$ cat config.mk
export PLATFORM = sky130hd
export DESIGN_NAME = pwf_multi_flat
export DESIGN_NICKNAME = d
export VERILOG_FILES = /design/src/rtl/pwf_multi_pkg.sv /design/src/rtl/pwf_multi_if.sv /design/src/rtl/pwf_multi_ch.sv /design/src/rtl/pwf_multi.sv /design/src/flat_wrapper.sv
export SDC_FILE = /design/constraint.sdc
export NUM_CORES = 1
export LEC_CHECK = 0
export CAP_MARGIN = 20
export CORE_MARGIN = 4
export CORE_UTILIZATION = 50
export CTS_BUF_LIST = sky130_fd_sc_hd__clkbuf_8
export CTS_CLUSTER_SIZE = 12
export DETAILED_ROUTE_END_ITERATION = 8
export HOLD_SLACK_MARGIN = 0.06
export PLACE_DENSITY_LB_ADDON = 0.15
export SKIP_LAST_GASP = 1
export SYNTH_ARGS = -nofsm -noshare
export SYNTH_HDL_FRONTEND = slang
export SYNTH_SLANG_ARGS = --single-unit
$ cat constraint.sdc
create_clock -name clk4m -period 5.97 [get_ports clk4m]
set_input_delay 0.597 -clock clk4m [delete_from_list [all_inputs] [get_ports clk4m]]
set_output_delay 0.597 -clock clk4m [all_outputs]
set_load 0.05 [all_outputs]
$ cat src/rtl/pwf_multi_pkg.sv
// Shared types for the multi-channel pulse-width filter.
// Holds the per-channel FSM state encoding and the output mode codes.
package pwf_pkg;

    typedef enum logic [1:0] {
        LOW,
        QUAL_H,
        HIGH,
        QUAL_L
    } pwf_state_t;

    localparam logic MODE_LEVEL = 1'b0;
    localparam logic MODE_PULSE = 1'b1;

endpackage

$ cat src/rtl/pwf_multi_if.sv
// Signal bundle between control logic (master) and the filter (slave).
// a/t_on/t_off/mode flow to the filter; c/len/len_vld flow back.
interface pwf_multi_if #(
    parameter int N_CH  = 4,
    parameter int CNT_W = 8
);

    logic [N_CH-1:0]       a;
    logic [CNT_W-1:0]      t_on;
    logic [CNT_W-1:0]      t_off;
    logic                  mode;
    logic [N_CH-1:0]       c;
    logic [N_CH*CNT_W-1:0] len;
    logic [N_CH-1:0]       len_vld;

    modport master (
        output a, t_on, t_off, mode,
        input  c, len, len_vld
    );

    modport slave (
        input  a, t_on, t_off, mode,
        output c, len, len_vld
    );

endinterface

$ cat src/rtl/pwf_multi_ch.sv
// One filter channel: optional synchroniser, qualify FSM, width counter.
// Ports: i_clk, i_rst, i_a, i_t_on, i_t_off, i_mode -> o_c, o_len, o_len_vld.
module pwf_ch
    import pwf_pkg::*;
#(
    parameter int CNT_W       = 8,
    parameter int SYNC_STAGES = 0
) (
    input  logic             i_clk,
    input  logic             i_rst,
    input  logic             i_a,
    input  logic [CNT_W-1:0] i_t_on,
    input  logic [CNT_W-1:0] i_t_off,
    input  logic             i_mode,
    output logic             o_c,
    output logic [CNT_W-1:0] o_len,
    output logic             o_len_vld
);

    localparam logic [CNT_W-1:0] CNT_MAX = '1;

    logic w_as;

    generate
        if (SYNC_STAGES == 0) begin : g_nosync
            assign w_as = i_a;
        end else begin : g_sync
            logic [SYNC_STAGES-1:0] r_sync;
            always_ff @(posedge i_clk or posedge i_rst) begin
                if (i_rst) r_sync <= '0;
                else       r_sync <= {r_sync[SYNC_STAGES-2:0], i_a};
            end
            assign w_as = r_sync[SYNC_STAGES-1];
        end
    endgenerate

    pwf_state_t       r_state;
    pwf_state_t       w_state_nx;
    logic [CNT_W-1:0] r_cnt;
    logic [CNT_W-1:0] w_cnt_d;
    logic [CNT_W-1:0] r_hcnt;
    logic [CNT_W-1:0] r_len;
    logic             r_len_vld;
    logic             r_c;
    logic             w_c_nx;

    logic [CNT_W-1:0] w_thr_on;
    logic [CNT_W-1:0] w_thr_off;
    logic [CNT_W:0]   w_cnt_nx;
    logic [CNT_W-1:0] w_cnt_inc;
    logic             w_on_ok;
    logic             w_off_ok;
    logic             w_fall;

    assign w_thr_on  = (i_t_on  == '0) ? CNT_W'(1) : i_t_on;
    assign w_thr_off = (i_t_off == '0) ? CNT_W'(1) : i_t_off;

    // Compare in CNT_W+1 bits so cnt+1 never wraps before the compare.
    assign w_cnt_nx  = {1'b0, r_cnt} + 1'b1;
    assign w_cnt_inc = (r_cnt == CNT_MAX) ? CNT_MAX : w_cnt_nx[CNT_W-1:0];
    assign w_on_ok   = (w_cnt_nx >= {1'b0, w_thr_on});
    assign w_off_ok  = (w_cnt_nx >= {1'b0, w_thr_off});

    // LOW behaves as QUAL_H with cnt=0, HIGH as QUAL_L with cnt=0.
    always_comb begin
        w_state_nx = r_state;
        w_cnt_d    = r_cnt;
        unique case (r_state)
            LOW, QUAL_H: begin
                if (w_as) begin
                    if (w_on_ok) begin
                        w_state_nx = HIGH;
                        w_cnt_d    = '0;
                    end else begin
                        w_state_nx = QUAL_H;
                        w_cnt_d    = w_cnt_inc;
                    end
                end else begin
                    w_state_nx = LOW;
                    w_cnt_d    = '0;
                end
            end
            HIGH, QUAL_L: begin
                if (!w_as) begin
                    if (w_off_ok) begin
                        w_state_nx = LOW;
                        w_cnt_d    = '0;
                    end else begin
                        w_state_nx = QUAL_L;
                        w_cnt_d    = w_cnt_inc;
                    end
                end else begin
                    w_state_nx = HIGH;
                    w_cnt_d    = '0;
                end
            end
            default: begin
                w_state_nx = LOW;
                w_cnt_d    = '0;
            end
        endcase
    end

    always_comb begin
        w_c_nx = 1'b0;
        if (i_mode == MODE_PULSE) begin
            w_c_nx = ((r_state == LOW) || (r_state == QUAL_H))
                     && (w_state_nx == HIGH);
        end else begin
            w_c_nx = (w_state_nx == HIGH) || (w_state_nx == QUAL_L);
        end
    end

    // hcnt is non-zero only after a high sample, so it doubles as 'previous as'.
    assign w_fall = !w_as && (r_hcnt != '0);

    always_ff @(posedge i_clk or posedge i_rst) begin
        if (i_rst) begin
            r_state   <= LOW;
            r_cnt     <= '0;
            r_c       <= 1'b0;
            r_hcnt    <= '0;
            r_len     <= '0;
            r_len_vld <= 1'b0;
        end else begin
            r_state   <= w_state_nx;
            r_cnt     <= w_cnt_d;
            r_c       <= w_c_nx;
            r_len_vld <= w_fall;
            if (w_as) begin
                r_hcnt <= (r_hcnt == CNT_MAX) ? CNT_MAX : r_hcnt + 1'b1;
            end else begin
                r_hcnt <= '0;
            end
            if (w_fall) r_len <= r_hcnt;
        end
    end

    assign o_c       = r_c;
    assign o_len     = r_len;
    assign o_len_vld = r_len_vld;

endmodule

$ cat src/rtl/pwf_multi.sv
// Multi-channel pulse-width filter: N_CH independent pwf_ch instances.
// Ports: clk4m, rst (async, active-high), bus (slave: a/t_on/t_off/mode in, c/len/len_vld out).
module pwf_multi #(
    parameter int N_CH        = 4,
    parameter int CNT_W       = 8,
    parameter int SYNC_STAGES = 0
) (
    input  logic         clk4m,
    input  logic         rst,
    pwf_multi_if.slave   bus
);

    // Reset asserts immediately but releases on a clock edge.
    logic [1:0] r_rst_sync;
    logic       w_rst;

    always_ff @(posedge clk4m or posedge rst) begin
        if (rst) r_rst_sync <= 2'b11;
        else     r_rst_sync <= {r_rst_sync[0], 1'b0};
    end

    assign w_rst = r_rst_sync[1];

    logic [N_CH-1:0]       w_c;
    logic [N_CH*CNT_W-1:0] w_len;
    logic [N_CH-1:0]       w_len_vld;

    for (genvar i = 0; i < N_CH; i++) begin : g_ch
        pwf_ch #(
            .CNT_W       (CNT_W),
            .SYNC_STAGES (SYNC_STAGES)
        ) u_ch (
            .i_clk     (clk4m),
            .i_rst     (w_rst),
            .i_a       (bus.a[i]),
            .i_t_on    (bus.t_on),
            .i_t_off   (bus.t_off),
            .i_mode    (bus.mode),
            .o_c       (w_c[i]),
            .o_len     (w_len[i*CNT_W +: CNT_W]),
            .o_len_vld (w_len_vld[i])
        );
    end

    assign bus.c       = w_c;
    assign bus.len     = w_len;
    assign bus.len_vld = w_len_vld;

endmodule

$ cat src/flat_wrapper.sv
// flat-port wrapper written by rule: the top's interface ports become plain ports
module pwf_multi_flat 
#(
    parameter int N_CH        = 4,
    parameter int CNT_W       = 8,
    parameter int SYNC_STAGES = 0
)
  (clk4m, rst, bus_a, bus_t_on, bus_t_off, bus_mode, bus_c, bus_len, bus_len_vld);
  pwf_multi_if #(.N_CH(N_CH), .CNT_W(CNT_W)) bus_i ();
  input  logic clk4m;
  input  logic rst;
  input wire logic [$bits(bus_i.a)-1:0] bus_a;
  input wire logic [$bits(bus_i.t_on)-1:0] bus_t_on;
  input wire logic [$bits(bus_i.t_off)-1:0] bus_t_off;
  input wire logic [$bits(bus_i.mode)-1:0] bus_mode;
  output wire logic [$bits(bus_i.c)-1:0] bus_c;
  output wire logic [$bits(bus_i.len)-1:0] bus_len;
  output wire logic [$bits(bus_i.len_vld)-1:0] bus_len_vld;
  assign bus_i.a = bus_a;
  assign bus_i.t_on = bus_t_on;
  assign bus_i.t_off = bus_t_off;
  assign bus_i.mode = bus_mode;
  assign bus_c = bus_i.c;
  assign bus_len = bus_i.len;
  assign bus_len_vld = bus_i.len_vld;
  pwf_multi #(.N_CH(N_CH), .CNT_W(CNT_W), .SYNC_STAGES(SYNC_STAGES)) u_core (.clk4m(clk4m), .rst(rst), .bus(bus_i));
endmodule
# ---- After elaboration in Yosys (flattened, before gate mapping)
# Index checks and enable logic that the tools add are counted.
dict set report classes {
  n_addsub 8
  magnitude_cmp 8
  eq_ne 28
  n_mux 58
  reduce_logical 38
}
# cell count
set ops {}
lappend ops {{8-bit two-way mux} 30}
lappend ops {{9-bit by 8-bit greater-or-equal comparator with 1-bit output} 8}
lappend ops {{8-bit == test, second input constant} 8}
lappend ops {{8-bit one-hot mux with 2 select lines} 4}
lappend ops {{8-bit by 1-bit adder with 9-bit output, second input constant} 4}
lappend ops {{8-bit by 1-bit adder with 8-bit output, second input constant} 4}
lappend ops {{2-bit == test, second input constant} 16}
lappend ops {{2-bit two-way mux} 16}
lappend ops {{8-bit nonzero test} 4}
lappend ops {{8-bit logical NOT} 2}
lappend ops {{2-bit one-hot mux with 2 select lines} 4}
lappend ops {{2-bit OR reduction} 8}
lappend ops {{2-bit by 1-bit == test with 1-bit output, second input constant} 4}
lappend ops {{1-bit logical AND} 8}
lappend ops {{2-bit logical NOT} 4}
lappend ops {{1-bit logical OR} 8}
lappend ops {{1-bit logical NOT} 4}
lappend ops {{1-bit two-way mux} 4}
dict set report totals {
  register_bits 114
  input_bits 23
  word_cells 165
}

# ---- Depth between registers and ports, before layout
# Gate-level depths: netlist of the first run.
dict set report depth {
  word_depth 9
  mapped_depth 13
  mapped_depth_nobuf 13
}

# ---- Hierarchy
# From an unflattened synthesis of the first run, not the netlist that was laid out.
dict set report hier_totals {
  cells_unflattened 676
  area_unflattened_um2 6766.5
}
# mod instances cells_each area_per_inst_um2 seq_area_each_um2
set modules_own_cells {}
lappend modules_own_cells {pwf_ch 4 168 1676.6 675.6}
lappend modules_own_cells {pwf_multi 1 4 60.1 52.6}

# ---- Worst setup path after synthesis of the first run
# OpenSTA, ideal clock, no wires.
dict set report synth_timing {
  path_kind {input-to-reg}
  start {in bus_t_on[4]}
  end {reg u_core.g_ch[0].u_ch.r_cnt[0]}
  setup_time_ps 78
  arrival_ps 2871
  required_ps 5892
  path_slack_ps 3021
  cell_stages 11
  path_cell_list {clkbuf_1 -> nor4_1 -> a41o_1 -> ha_1 -> nand2b_1 -> a211oi_1 -> nor4b_2 -> o311a_2 -> a211oi_4 -> a211oi_4 -> a21oi_1}
}
dict set report synth_via {
  elab_chain_len 6
}
# element line_no
set synth_lines {}
lappend synth_lines {{start: declaration} flat_wrapper.sv:13} ;# input wire logic [$bits(bus_i.t_on)-1:0] bus_t_on;
lappend synth_lines {{8-bit logical NOT} pwf_multi_ch.sv:55} ;# assign w_thr_on = (i_t_on == '0) ? CNT_W'(1) : i_t_on;
lappend synth_lines {{8-bit two-way mux *} pwf_multi_ch.sv:55}
lappend synth_lines {{9-bit by 8-bit greater-or-equal comparator with 1-bit output *} pwf_multi_ch.sv:61} ;# assign w_on_ok = (w_cnt_nx >= {1'b0, w_thr_on});
lappend synth_lines {{8-bit two-way mux *} pwf_multi_ch.sv:71} ;# if (w_on_ok) begin
lappend synth_lines {{8-bit two-way mux *} pwf_multi_ch.sv:70} ;# if (w_as) begin
lappend synth_lines {{8-bit one-hot mux with 2 select lines *} pwf_multi_ch.sv:68} ;# unique case (r_state)
lappend synth_lines {{named net u_core.g_ch[0].u_ch.w_cnt_d[0]} pwf_multi_ch.sv:40} ;# logic [CNT_W-1:0] w_cnt_d;
lappend synth_lines {{end signal: assignment} pwf_multi_ch.sv:127} ;# r_cnt <= w_cnt_d;
lappend synth_lines {{end: declaration} pwf_multi_ch.sv:39} ;# logic [CNT_W-1:0] r_cnt;
# Mark *: on every way through the listed nets, which the timed path passes. The rest lies on a longest branch.
# A chain may end at the register's enable or synchronous reset.

# ---- Worst setup path in the final report of the first run
dict set report layout_timing {
  start {in bus_t_on[6]}
  end {reg u_core.g_ch[0].u_ch.r_cnt[4]}
}
# Same word-level chain as after synthesis.

==> impl_metrics.tcl, run 1 <==
set metrics [dict create \
    gp_congestion 0.900 \
    grt_max_degree 82 \
    route.detailed.drc 0 \
    grt.overflow.total 0 \
    die_area_sq_mm 0.0149 \
    post-route-period-util_pct 54.4 \
    yosys.area_share.simple_pct 14.4 \
    worst_pin_slew_ns 0.874 \
    drtIter0Drc 272 \
    synth_flop_cell "dfrtp_1" \
    post_cts_resize_count 0 \
    path_class "input pin to register" \
    htreeDepth 3 \
    viasPerCell 5.62 \
    clock_latency_ns 0.38 \
    finalSetupViolations 0 \
    crit_start "bus_t_on[6]" \
    synth_cell_type_count 82 \
    critical_path.max_fanout 14 \
    ant_nets 0 \
    drive_gt1_share_pct 11.0 \
    finalHoldViolations 0 \
    fin_cells 871 \
    power_uw 1570 \
    initial_core_util_pct 51.4 \
    synthArstFlopShare_pct 100 \
    dpl_cell_area_sq_mm 0.00724 \
    critPathCaptureType "register" \
    seq_area_frac_synth_pct 42.3 \
    cts_setup_buffers 0 \
    dpl.cell_count 855 \
    cts_root_buffer "clkbuf_8" \
    grt_pass1_vias 4736 \
    period_needed_ns 3.25 \
    synth_edf_count 0 \
    numCtsBuffers 9 \
    slew_headroom_pct 41.7 \
    setup.worst_path.start_class "input pin" \
    synthTopCellsByCount "108 x dfrtp_1, 61 x inv_1, 56 x ha_1" \
    maxCapViolations 0 \
    synth_seq_cells 110 \
    num_rows 41 \
    synthesis.area_sq_mm 0.00651 \
    yosys_warnings 0 \
    rsz0062_at_grt "false" \
    synth_top_area_cell "dfrtp_1" \
    dp_hpwl_microns 10200 \
    pin_count 63 \
    power_density_mw_per_mm2 211 \
    first_pass_iters 6 \
    antenna_found_initial 0 \
    hp-class "register to asynchronous set/reset pin" \
    synth_compound_area_share_pct 15.4 \
    core_area_sq_mm 0.0127 \
    syn2layout_area_growth_pct 14.3 \
    syn_inst 639 \
    synth.area.mux_share_pct 5.77 \
    synth_area_leaders "dfrtp_1 42%, ha_1 11%, mux2_2 5.0%" \
    grt_usage_pct 19.0 \
    cts_tree "done" \
    slew_viol_final 0 \
    fp.dieH_microns 122 \
    nets 774 \
    clockBufferDepth 2 \
    synth_area_per_cell_sq_um 10.2 \
    status "completed" \
    wirelength_microns 13400 \
    wl_per_cell_microns 15.4 \
    design_area_sq_mm 0.00744 \
    worst_ep_required_time_ns 6.28 \
    clock_skew_ns 0.00557 \
    grt_pass1_wl_microns 22700 \
    cts.clk_slew.worst_paths_ns 0.10 \
    dieWidth_microns 122 \
    syn_nets 718 \
    timing.rr.start "u_core.g_ch[1].u_ch.r_cnt[0]$_DFF_PP0_" \
    vias 4891 \
    synth_fa_ha_area_share_pct 11.6 \
    cts_hold_buf 0 \
    num_antenna_cells 0 \
    ir_worst_vdd_v 0.000145 \
    tns_ns 0 \
    synth_xor_area_share_pct 5.11 \
    p_leak_uw 0.00344 \
    yosysMostFrequentCell "dfrtp_1" \
    port_buffers 62 \
    synth_top_area_share_pct 41.5 \
    max_freq_ghz 0.308 \
    synth_top_family_by_area "compound AO/OA/AOI/OAI gates" \
    worst-endpoint-arrival_ns 3.56 \
    cts.sinks 110 \
]
==> where the power goes <==
group          internal (uW)  total [uW]  switching, uW
combinational            140         347            208
clock                    153         408            255
sequential               783         813           30.3
total                   1080        1570            493
==> kinds of logic after synthesis <==
family / count (synthesis)
simple gates: 176
compound gates: 138
flops: 110
buf+inv: 82
fa+ha+maj: 61
xor+xnor: 38
mux: 33
other cells: 1
==> worst paths after layout <==
kind                                                           endpoint  depth (start not counted)  slack, ns
worst max-delay path             u_core.g_ch[0].u_ch.r_cnt[4]$_DFF_PP0_                         11       2.72
worst min-delay path            u_core.g_ch[2].u_ch.r_hcnt[1]$_DFF_PP0_                          1       0.23
worst max register to register   u_core.g_ch[1].u_ch.r_cnt[1]$_DFF_PP0_                         12       2.87
worst min register to register  u_core.g_ch[2].u_ch.r_hcnt[1]$_DFF_PP0_                          1       0.23
max in group asynchronous       u_core.g_ch[0].u_ch.r_hcnt[6]$_DFF_PP0_                          3       4.76
min in group clk4m                       u_core.r_rst_sync[1]$_DFF_PP1_                          0       0.37
==> layout by cell type (no fill, tap or decap), types with 4 or more instances in the layout <==
| cell | n |
|---|---|
| a211oi_1 | 9 |
| clkdlybuf4s50_1 | 62 |
| nor2_1 | 41 |
| a21oi_2 | 7 |
| nor3_1 | 17 |
| xor2_1 | 16 |
| and3_1 | 12 |
| nand4_1 | 4 |
| ha_1 | 56 |
| nand2b_1 | 12 |
| o2bb2ai_1 | 6 |
| a21oi_1 | 44 |
| dfrtp_1 | 108 |
| nor4b_1 | 4 |
| a21boi_0 | 4 |
| mux2_2 | 29 |
| clkbuf_8 | 9 |
| a31oi_1 | 10 |
| maj3_1 | 4 |
| a21o_1 | 4 |
| or3_1 | 4 |
| nand2_1 | 28 |
| nand3b_1 | 4 |
| o21ai_0 | 12 |
| inv_1 | 60 |
| nand3_1 | 25 |
| xnor2_1 | 22 |
==> per-layer routing <==
layer / up-vias / global-route usage (%) / part of all wire [%]
met5: - / 0 / 0
met1: 2381 / 25.0 / 46
met2: 98 / 31.3 / 48
met3: 27 / 2.79 / 3.8
li1: 2385 / - / -
met4: 0 / 8.40 / 2.4
==> sequential cells by signal, summed over array words and instances, names as in the netlist <==
signal / count
u_core.g_ch.u_ch.r_hcnt: 32
u_core.g_ch.u_ch.o_c: 4
u_core.g_ch.u_ch.r_cnt: 32
u_core.g_ch.u_ch.r_state: 4
u_core.g_ch.u_ch.o_len_vld: 4
u_core.g_ch.u_ch.o_len: 32
u_core.r_rst_sync: 2
==> through the flow <==
| stage | utilization [%] | hold slack [ns] | setup WS, ns |
|---|---|---|---|
| floorplan | - | 0.345 | 2.79 |
| global placement | 57.1 | 0.238 | 2.39 |
| detailed placement | 57.1 | 0.242 | 2.32 |
| CTS | 58.5 | 0.249 | 2.72 |
| global route | 58.7 | 0.255 | 2.49 |
| finish | 58.7 | 0.232 | 2.72 |
==> critical path, stage by stage <==
cell	delay, ns
clkdlybuf4s50_1	0.67
nor4_1	0.28
a41o_1	0.29
ha_1	0.25
nand2b_1	0.15
a211oi_1	0.29
nor4b_2	0.09
o311a_2	0.41
a211oi_4	0.24
a211oi_4	0.14
a21oi_1	0.15
==> final cells by class <==
class,count,area [sq um]
sequential,110,2760
timing repair buffer,64,656
multi-input combinational,447,3400
clock buffer,9,124
fill,1128,5230
clock inverter,6,46.3
tap,172,215
inverter,63,239
Note: power is estimated with default switching activity, not from simulation.
==> inputs of run 2 (changes only) <==
clock period = 3.2 ns   (was 5.97 ns; I/O delays follow)
==> impl_metrics.tcl, run 2 (synthesis gave the netlist of run 1 again) <==
set metrics [dict create \
    pin_count 63 \
    num_rows 41 \
    crit_start "u_core.g_ch[1].u_ch.r_cnt[3]$_DFF_PP0_" \
    cts_root_buffer "clkbuf_8" \
    antenna_found_initial 0 \
    power_uw 2910 \
    multi_input_area_sq_mm 0.00343 \
    finalHoldViolations 0 \
    status "completed" \
    grt_pass1_wl_microns 22900 \
    path_class "register to register" \
    hp-class "input pin to asynchronous set/reset pin" \
    vias 4916 \
    cts_tree "done" \
    fin_cells 880 \
    critical_path.max_fanout 5 \
    grt_pass1_vias 4787 \
    power_frac_comb_pct 22.6 \
    maxCapViolations 0 \
    cts.sinks 110 \
    nets 783 \
    dpl.cell_count 865 \
    max_freq_ghz 0.343 \
    die_area_sq_mm 0.0149 \
    drive_gt1_share_pct 12.3 \
    first_pass_iters 4 \
    slew_headroom_pct 43.6 \
    clock_latency_ns 0.38 \
    grt.overflow.total 0 \
    switching_share_pct 31.2 \
    gp_congestion 0.894 \
    clockBufferDepth 2 \
    slew_viol_final 0 \
    clock_skew_ns 0.00947 \
    ir_worst_vdd_v 0.000369 \
    viasPerCell 5.59 \
    finalSetupViolations 0 \
    timing.rr.start "u_core.g_ch[1].u_ch.r_cnt[3]$_DFF_PP0_" \
    period_needed_ns 2.91 \
    rsz0062_at_grt "false" \
    grt_max_degree 57 \
    cts.clk_slew.worst_paths_ns 0.10 \
    p_leak_uw 0.00348 \
    dp_hpwl_microns 10400 \
    ant_nets 0 \
    dieWidth_microns 122 \
    post-route-period-util_pct 91.0 \
    grt_usage_pct 19.3 \
    setup.worst_path.start_class "register" \
    power.internal_uw 2000 \
    drtIter0Drc 188 \
    power_switching_uw 907 \
    wl_per_cell_microns 15.6 \
    route.detailed.drc 0 \
    power.share.clock_pct 25.4 \
    numCtsBuffers 9 \
    num_antenna_cells 0 \
    final_common_cell "dfrtp_1" \
    htreeDepth 3 \
    layout_common_cells "108 x dfrtp_1, 62 x inv_1, 62 x clkdlybuf4s50_1, 55 x ha_1, 44 x a21oi_1" \
    syn2layout_area_growth_pct 15.3 \
    critPathCaptureType "register" \
    power_density_mw_per_mm2 388 \
    initial_core_util_pct 51.4 \
    port_buffers 62 \
    fp.dieH_microns 122 \
    worst-endpoint-arrival_ns 3.22 \
    worst_ep_required_time_ns 3.51 \
    fillers 1101 \
    p_seq_share_pct 52.0 \
    wirelength_microns 13800 \
    finish.utilization_pct 59.2 \
    sequential_cell_area_sq_mm 0.00276 \
    core_area_sq_mm 0.0127 \
    worst_pin_slew_ns 0.845 \
]
[run 2: cell types whose count changed in the layout (fill, tap and decap cells not counted), sizes merged]
cell / delta
inv: +2
buf: +9
clkinvlp: -1
clkinv: -1
[run 2: worst paths after layout]
| kind | to | slack [ns] | depth (start not counted) |
|---|---|---|---|
| min in group clk4m | u_core.r_rst_sync[1]$_DFF_PP1_ | 0.36 | 0 |
| min reg2reg | u_core.r_rst_sync[1]$_DFF_PP1_ | 0.36 | 0 |
| max reg2reg | u_core.g_ch[1].u_ch.o_c$_DFF_PP0_ | 0.29 | 13 |
| min | u_core.r_rst_sync[0]$_DFF_PP1_ | 0.25 | 2 |
| max | u_core.g_ch[1].u_ch.o_c$_DFF_PP0_ | 0.29 | 13 |
| max in group asynchronous | u_core.g_ch[3].u_ch.r_hcnt[0]$_DFF_PP0_ | 2.01 | 2 |
[run 2: routing by layer]
layer / vias up / track usage (%) / wire length (microns)
met4: 0 / 8.05 / 284
met2: 83 / 31.7 / 6660
met3: 18 / 3.11 / 485
met1: 2398 / 25.5 / 6330
met5: - / 0 / 0
li1: 2417 / - / -
[run 2: repair_timing]
item | in CTS | in global routing
gates resized for setup | 0 | 3
hold buffers | 0 | 0
setup buffers | 0 | 0
setup endpoints to repair | 0 | 9
[run 2: power groups by stage]
stage               registers [uW]  clock network, uW  logic, uW
global route                  1530                824        724
global placement              1540                  0        646
detailed placement            1540                  0        659
CTS                           1520                773        662
floorplan                     1640                  0        355
finish                        1520                739        657
[run 2: layout make-up]
cell class / instances / share of cell area, %
multi-input cells: 447 / 45.7
flip-flops and latches: 110 / 36.7
repair buffers: 73 / 9.37
inverters: 63 / 3.19
well taps: 172 / 2.87
clock buffers: 9 / 1.65
clock inverters: 6 / 0.517
[run 2: worst max-delay path, cell delays in order, from the launching register on]
cell and delay (ns):
dfrtp_1 0.41, and3_1 0.16, nand3_1 0.12, nor2_1 0.16
xnor2_1 0.17, inv_1 0.13, ha_4 0.31, nand2_1 0.06
or4b_1 0.48, a21o_1 0.19, a31oi_2 0.24, nand2_1 0.14
a21o_1 0.20, o21ai_1 0.07
[run 2: per-stage QoR]
step | setup TNS (ns) | setup WS, ns | hold WS, ns | cell area [sq um]
after floorplan | 0 | 0.0188 | 0.232 | 6510
after global placement | 0 | 0.0509 | 0.347 | 7320
after detailed placement | -0.198 | -0.0403 | 0.349 | 7320
after CTS | 0 | 0.122 | 0.236 | 7480
after global routing | 0 | 0.0196 | 0.258 | 7500
final | 0 | 0.288 | 0.247 | 7500
==> inputs of run 3 (changes only) <==
SLEW_MARGIN = 30   (was unset)
==> results of run 3 <==
No change in the layout: final DEF, timing and power equal those of run 2.
